`src/rtl/syndrome_frame_packer_if.sv`:
```
//------------------------------------------------------------------------------
// syndrome_frame_packer_if
// Round input and byte output handshakes of the syndrome frame packer.
// master: packer side (consumes rounds, produces bytes).
// slave : environment side (produces rounds, consumes bytes).
// Revision: 1.0 - initial release
//------------------------------------------------------------------------------
`default_nettype none

interface syndrome_frame_packer_if #(
  parameter int ALIGNED_W = 8
);
  logic [ALIGNED_W-1:0] round_data;
  logic                 round_valid;
  logic                 round_ready;
  logic [7:0]           out_data;
  logic                 out_valid;
  logic                 out_ready;

  modport master (
    input  round_data, round_valid, out_ready,
    output round_ready, out_data, out_valid
  );

  modport slave (
    output round_data, round_valid, out_ready,
    input  round_ready, out_data, out_valid
  );
endinterface

`default_nettype wire

```
`src/rtl/syndrome_frame_packer.sv`:
```
//------------------------------------------------------------------------------
// syndrome_frame_packer
// Serialises measurement rounds into the decoder byte stream: a start byte
// once after reset, then per frame a header plus GRID_WIDTH_U rounds of
// BYTES_PER_ROUND bytes each, LSB byte first. One frame outstanding at a time.
// Optional feature (macro PACKER_CHECKSUM_EN): trailing XOR checksum byte.
// Revision: 1.0 - initial release
//------------------------------------------------------------------------------
`default_nettype none

module syndrome_frame_packer #(
  parameter int         GRID_WIDTH_X            = 4,
  parameter int         GRID_WIDTH_Z            = 2,
  parameter int         GRID_WIDTH_U            = 5,
  parameter logic [7:0] START_DECODING_MSG      = 8'h01,
  parameter logic [7:0] MEASUREMENT_DATA_HEADER = 8'h02
) (
  input  logic                   clk,
  input  logic                   reset,
  syndrome_frame_packer_if.master bus,
  input  logic                   frame_done,
  output logic                   busy,
  output logic [15:0]            frames_sent
);

  localparam int PUS             = GRID_WIDTH_X * GRID_WIDTH_Z;
  localparam int BYTES_PER_ROUND = (PUS + 7) >> 3;
  localparam int ALIGNED_W       = BYTES_PER_ROUND * 8;
  localparam int BYTE_W          = $clog2(BYTES_PER_ROUND + 1);
  localparam int ROUND_W         = $clog2(GRID_WIDTH_U + 1);
  localparam logic [BYTE_W-1:0]  LAST_BYTE  = BYTE_W'(BYTES_PER_ROUND - 1);
  localparam logic [ROUND_W-1:0] LAST_ROUND = ROUND_W'(GRID_WIDTH_U - 1);

`ifdef PACKER_CHECKSUM_EN
  typedef enum logic [2:0] {
    S_START, S_IDLE, S_HEADER, S_LOAD, S_SEND, S_WAIT, S_CHK
  } state_t;
`else
  typedef enum logic [2:0] {
    S_START, S_IDLE, S_HEADER, S_LOAD, S_SEND, S_WAIT
  } state_t;
`endif

  state_t               state;
  logic [ALIGNED_W-1:0] shift;
  logic [ALIGNED_W-1:0] shift_next;
  logic [ALIGNED_W-1:0] pad_mask;
  logic [ALIGNED_W-1:0] round_masked;
  logic [BYTE_W-1:0]    byte_cnt;
  logic [ROUND_W-1:0]   round_cnt;
`ifdef PACKER_CHECKSUM_EN
  logic [7:0]           acc;
`endif

  // Padding bits above the last PU are forced to zero before serialisation.
  if (ALIGNED_W > PUS) begin : g_pad
    assign pad_mask = {{(ALIGNED_W - PUS){1'b0}}, {PUS{1'b1}}};
  end else begin : g_nopad
    assign pad_mask = '1;
  end

  assign round_masked = bus.round_data & pad_mask;
  assign shift_next   = shift >> 8;

  // Frame sequencing FSM; every handshake output is registered here.
  always_ff @(posedge clk) begin
    if (reset) begin
      state           <= S_START;
      bus.out_valid   <= 1'b0;
      bus.out_data    <= 8'h00;
      bus.round_ready <= 1'b0;
      busy            <= 1'b0;
      frames_sent     <= 16'd0;
      round_cnt       <= '0;
      byte_cnt        <= '0;
      shift           <= '0;
`ifdef PACKER_CHECKSUM_EN
      acc             <= 8'h00;
`endif
    end else begin
      case (state)
        S_START: begin
          if (!bus.out_valid) begin
            bus.out_valid <= 1'b1;
            bus.out_data  <= START_DECODING_MSG;
          end else if (bus.out_ready) begin
            bus.out_valid <= 1'b0;
            state         <= S_IDLE;
          end
        end
        S_IDLE: begin
          // Round is only peeked here; it is consumed later in S_LOAD.
          if (bus.round_valid) begin
            busy          <= 1'b1;
            bus.out_valid <= 1'b1;
            bus.out_data  <= MEASUREMENT_DATA_HEADER;
            state         <= S_HEADER;
          end
        end
        S_HEADER: begin
`ifdef PACKER_CHECKSUM_EN
          acc <= 8'h00;
`endif
          if (bus.out_ready) begin
            bus.out_valid   <= 1'b0;
            bus.round_ready <= 1'b1;
            round_cnt       <= '0;
            state           <= S_LOAD;
          end
        end
        S_LOAD: begin
          if (bus.round_valid) begin
            bus.round_ready <= 1'b0;
            shift           <= round_masked;
            bus.out_data    <= round_masked[7:0];
            bus.out_valid   <= 1'b1;
            byte_cnt        <= '0;
            state           <= S_SEND;
          end
        end
        S_SEND: begin
          if (bus.out_ready) begin
`ifdef PACKER_CHECKSUM_EN
            acc <= acc ^ bus.out_data;
`endif
            if (byte_cnt == LAST_BYTE) begin
              if (round_cnt == LAST_ROUND) begin
`ifdef PACKER_CHECKSUM_EN
                // Checksum includes the byte being accepted right now.
                bus.out_data <= acc ^ bus.out_data;
                state        <= S_CHK;
`else
                bus.out_valid <= 1'b0;
                frames_sent   <= frames_sent + 16'd1;
                state         <= S_WAIT;
`endif
              end else begin
                round_cnt       <= round_cnt + ROUND_W'(1);
                bus.out_valid   <= 1'b0;
                bus.round_ready <= 1'b1;
                state           <= S_LOAD;
              end
            end else begin
              byte_cnt     <= byte_cnt + BYTE_W'(1);
              shift        <= shift_next;
              bus.out_data <= shift_next[7:0];
            end
          end
        end
`ifdef PACKER_CHECKSUM_EN
        S_CHK: begin
          if (bus.out_ready) begin
            bus.out_valid <= 1'b0;
            frames_sent   <= frames_sent + 16'd1;
            state         <= S_WAIT;
          end
        end
`endif
        S_WAIT: begin
          // Only a pulse seen while already waiting releases the frame.
          if (frame_done) begin
            busy  <= 1'b0;
            state <= S_IDLE;
          end
        end
        default: state <= S_START;
      endcase
    end
  end

endmodule

`default_nettype wire
```
`src/flat_wrapper.sv`:
```
// flat-port wrapper written by rule: the top's interface ports become plain ports
module syndrome_frame_packer_flat 
#(
  parameter int         GRID_WIDTH_X            = 4,
  parameter int         GRID_WIDTH_Z            = 2,
  parameter int         GRID_WIDTH_U            = 5,
  parameter logic [7:0] START_DECODING_MSG      = 8'h01,
  parameter logic [7:0] MEASUREMENT_DATA_HEADER = 8'h02
)
  (clk, reset, frame_done, busy, frames_sent, bus_round_data, bus_round_valid, bus_out_ready, bus_round_ready, bus_out_data, bus_out_valid);
  syndrome_frame_packer_if bus_i ();
  input  logic clk;
  input  logic reset;
  input  logic frame_done;
  output logic busy;
  output logic [15:0] frames_sent;
  input wire logic [$bits(bus_i.round_data)-1:0] bus_round_data;
  input wire logic [$bits(bus_i.round_valid)-1:0] bus_round_valid;
  input wire logic [$bits(bus_i.out_ready)-1:0] bus_out_ready;
  output wire logic [$bits(bus_i.round_ready)-1:0] bus_round_ready;
  output wire logic [$bits(bus_i.out_data)-1:0] bus_out_data;
  output wire logic [$bits(bus_i.out_valid)-1:0] bus_out_valid;
  assign bus_i.round_data = bus_round_data;
  assign bus_i.round_valid = bus_round_valid;
  assign bus_i.out_ready = bus_out_ready;
  assign bus_round_ready = bus_i.round_ready;
  assign bus_out_data = bus_i.out_data;
  assign bus_out_valid = bus_i.out_valid;
  syndrome_frame_packer #(.GRID_WIDTH_X(GRID_WIDTH_X), .GRID_WIDTH_Z(GRID_WIDTH_Z), .GRID_WIDTH_U(GRID_WIDTH_U), .START_DECODING_MSG(START_DECODING_MSG), .MEASUREMENT_DATA_HEADER(MEASUREMENT_DATA_HEADER)) u_core (.clk(clk), .reset(reset), .bus(bus_i), .frame_done(frame_done), .busy(busy), .frames_sent(frames_sent));
endmodule
```
`config.mk`:
```
export PLATFORM = sky130hd
export DESIGN_NAME = syndrome_frame_packer_flat
export DESIGN_NICKNAME = d
export VERILOG_FILES = /design/src/rtl/syndrome_frame_packer_if.sv /design/src/rtl/syndrome_frame_packer.sv /design/src/flat_wrapper.sv
export SDC_FILE = /design/constraint.sdc
export NUM_CORES = 1
export LEC_CHECK = 0
export BUFFER_PORTS_ARGS = -buffer_cell sky130_fd_sc_hd__buf_2
export CORE_MARGIN = 10
export CORE_UTILIZATION = 40
export DETAILED_ROUTE_END_ITERATION = 8
export SYNTH_ARGS = -nofsm -noshare
export SYNTH_HDL_FRONTEND = slang
export SYNTH_SLANG_ARGS = --single-unit
```
`constraint.sdc`:
```
create_clock -name clk -period 2.6 [get_ports clk]
set_input_delay 0.78 -clock clk [delete_from_list [all_inputs] [get_ports clk]]
set_output_delay 0.78 -clock clk [all_outputs]
set_load 0.03 [all_outputs]
```
==> flow_summary_export.csv <==
group,metric,value,unit
clock_network,htree_num_levels,2,
global_route,track_usage,12.0,%
outcome,status,"completed",
global_route,grt_start_max_net_pins,33,
pwr,net-switching-power,0.000304,W
timing,final.min_clock_period,2.17,ns
floorplanning,die_h,82.2,microns
floorplanning,io_pins,40,
timing,postLayoutSetupSlackWorst,0.426,ns
synthesis,mappedNetlistNets,207,
pwr,p_leak,0.736,nW
route,violation_count_after_the_first_detailed_route_iteration,60,
floorplanning,rows,22,
layout,drive_gt1_share,22.2,%
clock_network,cts.path.max_buffers,2,
pwr,power_per_cell_area,561,nW/um^2
pwr,power_share_of_the_clock_group,36.3,%
floorplanning,floorplan.die_area,6760,sq um
layout,area_growth,22.5,%
floorplanning,core_area,3720,sq um
synthesis,netlist_instances,191,
hold_path,hp-class,"reg -> reg",
setup_path,critical_path_class,"reg -> reg",
synthesis,synth.yosys.seq_area_share,42.6,%
synthesis,asyncSetResetFlopFracSynth,0,%
route,route.detailed.vias_per_inst,5.24,
pwr,post_route_total_power,0.00107,W
floorplanning,die-width,82.2,microns
pwr,sw_share,28.6,%
place,detailedPlace.worstSlack,0.139,ns
clock_network,post_cts.repair.setup_buffers,0,
setup_path,worstSetupEndpointType,"register",
timing,grt_setup_unrepaired,"false",
timing,maxClockFrequency,0.460,GHz
route,num_vias,1477,
global_route,first_pass_grt_wire_length,6360,microns
pwr,vdd_drop_max,267,uV
clock_network,clkSinkCount,33,
synthesis,synth.yosys.warnings,0,
place,io_buffer_count,39,
clock_network,tritoncts,"done",
clock_network,clk_pin_slew_worst_paths,0.07,ns
synthesis,dominantRegCellSynth,"dfxtp_1",
floorplanning,initial_core_util,41.7,%
timing,timing.final.setup_violations,0,
route,detail_route.wirelength,3750,microns
timing,fin_crit_sh,83.6,%
clock_network,insertion_delay,0.29,ns
timing,slew_headroom,61.6,%
pwr,internal_power,0.000761,W
timing,fin_skew,0.00641,ns
clock_network,cts_inserted_buffers,5,
synthesis,netlist_area,1550,sq um
timing,tightestPinTransition,0.577,ns
place,detailedPlacementHpwl,2710,microns
synthesis,ys_types,34,
synthesis,synth-seq-cells,33,
pwr,pwr-share-seq,49.7,%
place,finalWeightedCongestion,0.759,
layout,final_stage_net_count,249,
setup_path,worst_ep_required_time,2.82,ns
global_route,first_global_vias,1352,
timing,hold_violations,0,
synthesis,synth_edf_count,0,
route,wl_per_cell,13.3,microns
layout,layout.core_utilization,51.1,%
clock_network,cts_hold_buffers,0,
route,post-route-drc-count,0,
layout,final_design_area_no_fill,1900,sq um
clock_network,cts_repair_resize_count,0,
route,drt.antenna.violating_nets,0,
synthesis,syn_area_per_cell,8.11,sq um
timing,slew_violations,0,
setup_path,arrival,2.39,ns
route,firstDrtPassIters,4,
timing,finalSetupTns,0,ns
pwr,power.combinational.fraction,14.0,%
setup_path,setup.worst_path.start_class,"register",
clock_network,clockRootBuffer,"clkbuf_8",
place,placed_cell_area,1810,sq um
layout,diodes_inserted,0,
flow_run,timing.max_cap.violations,0,
setup_path,worst-path-max-fanout,11,
global_route,grt_antenna_before_repair,0,
global_route,globalRouteOverflowTotal,0,
==> Yosys cell counts (6+ instances only) <==
master / n / area [sq um]
a21oi_1: 27 / 135
o31ai_1: 7 / 52.6
nand3_1: 11 / 55.1
nor2_1: 13 / 48.8
or3_1: 6 / 37.5
o21ai_0: 7 / 35.0
or4_1: 7 / 52.6
xnor2_1: 7 / 61.3
dfxtp_1: 33 / 661
nand2_1: 23 / 86.3
inv_1: 6 / 22.5
clkbuf_1: 8 / 30.0
==> placed cells by master (no fill, tap or decap), drive strengths merged <==
master | Yosys | layout
and2 | 1 | 1
nand2b | 3 | 3
dfxtp | 33 | 33
clkinvlp | 0 | 3
nand2 | 23 | 23
a21oi | 27 | 27
clkbuf | 8 | 5
a2bb2oi | 1 | 1
a22o | 1 | 1
or3b | 1 | 1
nand3 | 11 | 11
o22a | 1 | 1
a31oi | 1 | 1
a311oi | 1 | 1
mux2i | 1 | 1
ha | 3 | 3
nand4 | 3 | 3
nor4b | 1 | 1
o31ai | 7 | 7
nor3 | 2 | 2
nor4 | 2 | 2
a21o | 2 | 2
and4 | 1 | 1
xnor2 | 7 | 7
clkinv | 1 | 1
or3 | 6 | 6
nor2b | 5 | 5
buf | 1 | 44
inv | 6 | 6
nand4b | 1 | 1
nor2 | 13 | 13
a221oi | 2 | 2
and3b | 1 | 1
or4 | 7 | 7
o21ai | 7 | 7
==> per-stage QoR <==
stage	instances	hold WS [ns]
global placement	274	0.436
CTS	282	0.450
floorplan	191	0.466
detailed placement	274	0.440
global route	282	0.468
finish	282	0.448
==> critical path, stage by stage (launching register included) <==
cell	delay, ns
dfxtp_1	0.34
inv_1	0.06
ha_1	0.19
nand3_1	0.14
or4_1	0.71
or4_1	0.52
a21oi_1	0.14
==> registers in the layout, summed over array words and instances, names as in the netlist <==
register                count
u_core.bus.out_data         8
u_core.bus.out_valid        1
u_core.bus.round_ready      1
u_core.busy                 1
u_core.frames_sent         16
u_core.round_cnt            3
u_core.state                3
==> worst paths after layout <==
kind / from / endpoint / slack [ns] / cells past startpoint
setup / recovery: u_core.round_cnt[0] / u_core.frames_sent[15] / 0.43 / 6
hold reg to reg: u_core.bus.out_data[7] / u_core.bus.out_data[7] / 0.45 / 2
setup reg to reg: u_core.round_cnt[0] / u_core.frames_sent[15] / 0.43 / 6
hold / removal: u_core.bus.out_data[7] / u_core.bus.out_data[7] / 0.45 / 2
==> kinds of logic (layout without fill, tap and decap cells) <==
logic type	count (synthesis)	count (layout)	share of synthesized area, %
AOI/OAI and AO/OA	50	50	19.1
buffers and inverters	16	59	3.96
and+or+nand+nor	81	81	27.2
adders and majority gates	3	3	2.42
xor gates and xnor gates	7	7	3.96
muxes	1	1	0.646
DFF	33	33	42.6
==> cell type report <==
cell class	count	area (sq um)
Fill cell	384	1820
Multi-Input combinational cell	142	827
Sequential cell	33	661
Timing Repair Buffer	44	233
Clock buffer	5	68.8
Tap cell	48	60.1
Inverter	7	26.3
Clock inverter	3	22.5
==> power by group through the flow <==
stage | registers (W) | logic [W] | clock network, W
floorplan | 0.000560 | 0.0000829 | 0
global placement | 0.000541 | 0.000149 | 0
detailed placement | 0.000541 | 0.000149 | 0
CTS | 0.000529 | 0.000150 | 0.000402
global route | 0.000531 | 0.000166 | 0.000426
finish | 0.000529 | 0.000149 | 0.000387
==> routing by layer <==
metal	share of wire (%)	track usage, %	vias to the layer above	routed length [microns]
met3	9.4	6.48	2	354
li1	-	-	768	-
met1	47	14.8	668	1760
met4	0.40	3.57	0	15
met5	0	0	-	0
met2	43	17.6	39	1620
(Power assumes the default switching activity.)
